[config.mk]
export PLATFORM = sky130hd
export DESIGN_NAME = sha3_block_loader
export DESIGN_NICKNAME = d
export VERILOG_FILES = /design/src/rtl/sha3_block_loader.sv
export SDC_FILE = /design/constraint.sdc
export NUM_CORES = 2
export LEC_CHECK = 0
export ABC_AREA = 1
export BUFFER_PORTS_ARGS = -buffer_cell sky130_fd_sc_hd__buf_2
export CAP_MARGIN = 20
export CORE_AREA = 5 5 484 486
export CTS_CLUSTER_SIZE = 16
export DETAILED_ROUTE_END_ITERATION = 10
export DIE_AREA = 0 0 489 491
export SYNTH_ARGS = -nofsm -noshare
export SYNTH_HDL_FRONTEND = slang
export SYNTH_SLANG_ARGS = --single-unit
[constraint.sdc]
create_clock -name clk -period 6.1 [get_ports clk]
set_clock_uncertainty 0.2 [all_clocks]
set_input_delay 1.83 -clock clk [delete_from_list [all_inputs] [get_ports clk]]
set_output_delay 1.83 -clock clk [all_outputs]
set_load 0.02 [all_outputs]
[src/rtl/sha3_block_loader.sv]
// sha3_block_loader: assembles bus writes into a SHA3 rate block with valid/ready handoff.
// Optional SHA3_PAD_EN adds pad10*1 padding and an extra padding-only block when needed.
module sha3_block_loader #(
    parameter int                DATA_W    = 32,
    parameter int                MAX_WORDS = 1152 / DATA_W,
    parameter int                ADDR_W    = 32,
    parameter logic [ADDR_W-1:0] BLK_ADDR  = 'h55
) (
    input  logic                              clk,
    input  logic                              rst,
    input  logic                              write_e,
    input  logic [ADDR_W-1:0]                 addr_in,
    input  logic [DATA_W-1:0]                 data_in,
    input  logic [1:0]                        mode,
    input  logic                              last,
    input  logic [$clog2(DATA_W/8):0]         last_bytes,
    output logic                              wr_ready,
    output logic [MAX_WORDS*DATA_W-1:0]       block_o,
    output logic                              block_valid,
    input  logic                              block_ready,
    output logic                              block_last,
    output logic [$clog2(MAX_WORDS+1)-1:0]    word_count,
    output logic                              overflow
);
    localparam int BPW   = DATA_W / 8;
    localparam int WC_W  = $clog2(MAX_WORDS + 1);
    localparam int BLK_W = MAX_WORDS * DATA_W;
`ifdef SHA3_PAD_EN
    typedef enum logic [1:0] {IDLE, FILL, FULL, PADBLK} state_t;
`else
    typedef enum logic [1:0] {IDLE, FILL, FULL} state_t;
`endif
    function automatic logic [WC_W-1:0] rate_of(input logic [1:0] m);
        return m == 2'd0 ? WC_W'(576 / DATA_W) :
               m == 2'd1 ? WC_W'(832 / DATA_W) :
               m == 2'd2 ? WC_W'(1088 / DATA_W) : WC_W'(1152 / DATA_W);
    endfunction
    state_t            state;
    logic [WC_W-1:0]   rate_q, rw;
    logic              hit, acc, done, pad_next;
    logic [BLK_W-1:0]  wr_vec, pad_vec;
    assign hit  = write_e && addr_in == BLK_ADDR;
    assign acc  = hit && wr_ready;
    assign rw   = state == IDLE ? rate_of(mode) : rate_q;
    assign done = acc && (last || word_count == rw - WC_W'(1));
    always_comb begin
        wr_vec = '0;
        wr_vec[int'(word_count)*DATA_W +: DATA_W] = data_in;
    end
`ifdef SHA3_PAD_EN
    logic             pad_pend;
    logic [BLK_W-1:0] padblk_vec;
    int               pos, rbytes;
    // 0x06 lands at byte offset last_bytes past the start of the final word; past the rate it spills into a pad block
    always_comb begin
        pad_vec    = '0;
        padblk_vec = '0;
        rbytes     = int'(rw) * BPW;
        pos        = int'(word_count) * BPW + int'(last_bytes);
        pad_next   = last && pos >= rbytes;
        if (last && !pad_next) begin
            pad_vec[pos*8 +: 8]        = 8'h06;
            pad_vec[(rbytes-1)*8 +: 8] = pad_vec[(rbytes-1)*8 +: 8] | 8'h80;
        end
        padblk_vec[7:0]               = 8'h06;
        padblk_vec[(rbytes-1)*8 +: 8] = 8'h80;
    end
`else
    logic unused_lb;
    assign unused_lb = ^last_bytes;
    assign pad_vec   = '0;
    assign pad_next  = 1'b0;
`endif
    always_ff @(posedge clk) begin
        if (rst) begin
            state       <= IDLE;
            block_o     <= '0;
            block_valid <= 1'b0;
            block_last  <= 1'b0;
            word_count  <= '0;
            overflow    <= 1'b0;
            wr_ready    <= 1'b1;
            rate_q      <= '0;
`ifdef SHA3_PAD_EN
            pad_pend    <= 1'b0;
`endif
        end else begin
            overflow <= hit && !wr_ready;
            case (state)
                IDLE, FILL: if (acc) begin
                    rate_q      <= rw;
                    block_o     <= block_o | wr_vec | pad_vec;
                    word_count  <= word_count + WC_W'(1);
                    state       <= done ? FULL : FILL;
                    block_valid <= done;
                    wr_ready    <= !done;
                    block_last  <= last && !pad_next;
`ifdef SHA3_PAD_EN
                    pad_pend    <= pad_next;
`endif
                end
                default: if (block_ready) begin
                    state       <= IDLE;
                    block_o     <= '0;
                    block_valid <= 1'b0;
                    block_last  <= 1'b0;
                    word_count  <= '0;
                    wr_ready    <= 1'b1;
`ifdef SHA3_PAD_EN
                    if (pad_pend) begin
                        state       <= PADBLK;
                        block_o     <= padblk_vec;
                        block_valid <= 1'b1;
                        block_last  <= 1'b1;
                        wr_ready    <= 1'b0;
                        pad_pend    <= 1'b0;
                    end
`endif
                end
            endcase
        end
    end
endmodule
==> flow_summary.ini <==
[clock_network]
cts_tree = yes
clk_pin_slew_worst_paths_ns = 0.06
clock-sinks = 1169
ctsHtreeMaxLevel = 4
clock_tree.buffer_depth = 3
cts-resized-gates = 0
cts_setup_buffers = 0
cts_made_buffers = 136
clkLatencyLatePin_ns = 0.80
holdBufCountCts = 0
clk_root_buffer_cell = sky130_fd_sc_hd__clkbuf_16

[min_path]
worst_hold_path.num_cells = 2
hold_path.class = flop to flop

[critical_path]
capturing_element_type_of_the_critical_path = flop
worstPathRequired_ns = 6.58
worstRegToRegCells = 8
worst_r2r_startpoint = word_count[1]
timing.reg2reg.setup_slack_ns = 1.68
setup.worst_path.start = word_count[1]
worst_setup_path_start_kind = flop
timing_worst_setup_path_type = flop to flop
cp_data_arrival_time_ns = 4.90
worstSetupEndpoint = block_o[672]
worst-path-max-fanout = 40
timing.rr.end = block_o[672]

[timing]
slew_headroom_pct = 8.55
finalSetupTns_ns = 0
worstMarginPinSlew_ns = 1.36
postLayoutSetupSlackWorst_ns = 1.68
setup_viol = 0
finalWorstPathRequiredPeriod_ns = 4.42
timing.fmax_mhz = 226
endpoints_failing_hold = 0
timing.final.max_slew_violations = 0
rsz0062_at_grt = false
final.period_utilization_pct = 72.5

[yosys]
synth_cell_types = 41
synth_top_cells_by_count = 1647 x sky130_fd_sc_hd__nand2_1, 1169 x sky130_fd_sc_hd__dfxtp_1, 813 x sky130_fd_sc_hd__o21ai_0
ys_warn_count = 0
synth-seq-cells = 1169
synth_seq_area_share_pct = 53.2
number_of_enable_flip_flop_cells_after_synthesis = 0
ys_async_sr_fraction_pct = 0
postSynthNetCount = 5842
top_flip_flop_cell_by_instance_count_after_synthesis = sky130_fd_sc_hd__dfxtp_1
syn_area_sq_um = 44000
syn_avg_cell_area_sq_um = 7.64
synthMostInstantiatedCell = sky130_fd_sc_hd__nand2_1
postSynthCellCount = 5764
yosys-top-cells-area = sky130_fd_sc_hd__dfxtp_1 53%, sky130_fd_sc_hd__nand2_1 14%, sky130_fd_sc_hd__o21ai_0 9.2%, sky130_fd_sc_hd__nand3_1 3.9%, sky130_fd_sc_hd__nor2_1 2.8%
yosysTopAreaCell = sky130_fd_sc_hd__dfxtp_1
synthDominantCellAreaShare_pct = 53.2

[placement]
placement.io_buffers = 1232
place_ws_ns = 1.10
gpl.final_weighted_congestion = 0.911
dp.final_hpwl_mm = 202

[grt]
gr-usage-all-layers_pct = 21.2
grt_remaining_overflow = 0
antenna_found_initial = 29
grt_start_max_net_pins = 203
grt_pass1_wl_mm = 358
grt_pass1_vias = 42100

[floorplan]
chipWidth_um = 489
die_area_sq_um = 240000
num_rows = 176
die-height_um = 491
core_region_area_sq_um = 229000
pin_count = 1236
initial_utilization_pct = 19.2

[drt]
viasPerCell = 4.63
initialDrtViolationCount = 4857
post-route-drc-count = 0
dr_total_vias = 46000
routed_wire_length_per_instance_um = 27.0
firstDrtPassIters = 6
finalWirelength_mm = 269
drtAntennaViolNets = 0

[run]
cap_violations = 0

[cells_and_area]
nFillCells = 25500
nNetsFinal = 6860
multiInputGateArea_sq_um = 17900
area_growth_pct = 31.8
drive_gt1_share_pct = 23.9
sequential_cell_area_sq_um = 23400

[power_and_ir_drop]
power_leakage_nw = 24.0
peakVddDrop_uv = 256
powerDensity_nw_per_um2 = 289
p_total_mw = 16.8

[status]
run_status = complete, no violations
logic make-up (layout without fill, tap and decap cells):
family | after synthesis | after routing | share of synthesized area, %
flops | 1169 | 1169 | 53.2
xor+xnor | 2 | 2 | 0.0398
buf+inv | 706 | 1833 | 6.62
simple gates | 2633 | 2633 | 25.4
other cells | 0 | 28 | 0
fa+ha+maj | 4 | 4 | 0.114
compound gates | 1250 | 1250 | 14.6
sequential cells by signal (all words and copies together) (netlist names):
| register | cells |
|---|---|
| word_count | 6 |
| block_last | 1 |
| rate_q | 6 |
| wr_ready | 1 |
| block_valid | 1 |
| overflow | 1 |
| block_o | 1152 |
| state | 1 |
power breakdown:
group,internal [mW],total [mW],switching [mW]
logic,0.0506,0.337,0.286
registers,7.63,7.63,0.0000000000522
clock network,5.05,8.80,3.74
total,12.7,16.8,4.03
routing by layer:
metal	vias to the layer above	global-route usage [%]	wire length [um]
li1	21100	-	-
met1	21800	26.0	107000
met2	2528	32.5	116000
met3	489	6.84	27600
met4	14	12.5	18100
met5	-	0	82
stage by stage:
stage | hold slack [ns] | std cells | cell area [sq um] | util (%)
floorplan | 0.233 | 5764 | 44000 | -
global placement | 0.233 | 9669 | 53100 | 23.2
detailed placement | 0.234 | 9670 | 53200 | 23.2
CTS | 0.250 | 9917 | 58000 | 25.3
global route | 0.261 | 9924 | 58000 | 25.3
finish | 0.250 | 9945 | 58000 | 25.3
placed cells by master (no fill, tap or decap), drive strengths merged:
master	synthesis	final
clkbuf	298	186
nor3	39	39
clkinv	2	28
o21a	40	40
dfxtp	1169	1169
o21ai	982	982
clkinvlp	0	8
nand2	1654	1654
o211ai	1	1
inv	247	263
o21bai	4	4
a31oi	19	19
bufinv	0	11
buf	159	1337
nor4	95	95
nand3b	1	1
ha	4	4
nand4	146	146
xor2	2	2
a21oi	204	204
or2	3	3
nand3	347	347
diode	0	28
nor2	348	348
area by class of cell:
cell class | count | share of cell area (%)
Inverter | 249 | 1.66
Sequential cell | 1169 | 40.3
Antenna cell | 28 | 0.121
Multi-Input combinational cell | 3889 | 30.8
Tap cell | 3026 | 6.52
Clock inverter | 61 | 1.56
Clock buffer | 186 | 6.72
Timing Repair Buffer | 1337 | 12.3
critical path, stage by stage, from the launching register on:
cell and delay (ns):
sky130_fd_sc_hd__dfxtp_1 0.48, sky130_fd_sc_hd__inv_1 0.18, sky130_fd_sc_hd__ha_4 0.65, sky130_fd_sc_hd__buf_4 0.64, sky130_fd_sc_hd__nand2_2 0.19, sky130_fd_sc_hd__nor2_4 0.14, sky130_fd_sc_hd__buf_4 0.39, sky130_fd_sc_hd__nand3_2 0.85
sky130_fd_sc_hd__o21ai_0 0.48
worst min-delay path by stage:
| stage | end | start | slack (ns) |
|---|---|---|---|
| CTS | block_o[835] | block_o[835] | 0.25 |
| global placement | block_o[598] | block_o[598] | 0.23 |
| floorplan | rate_q[0] | rate_q[0] | 0.23 |
| detailed placement | block_o[878] | block_o[878] | 0.23 |
| global route | block_o[846] | block_o[846] | 0.26 |
| finish | block_o[57] | block_o[57] | 0.25 |
Note: power is estimated with default switching activity, not from simulation.
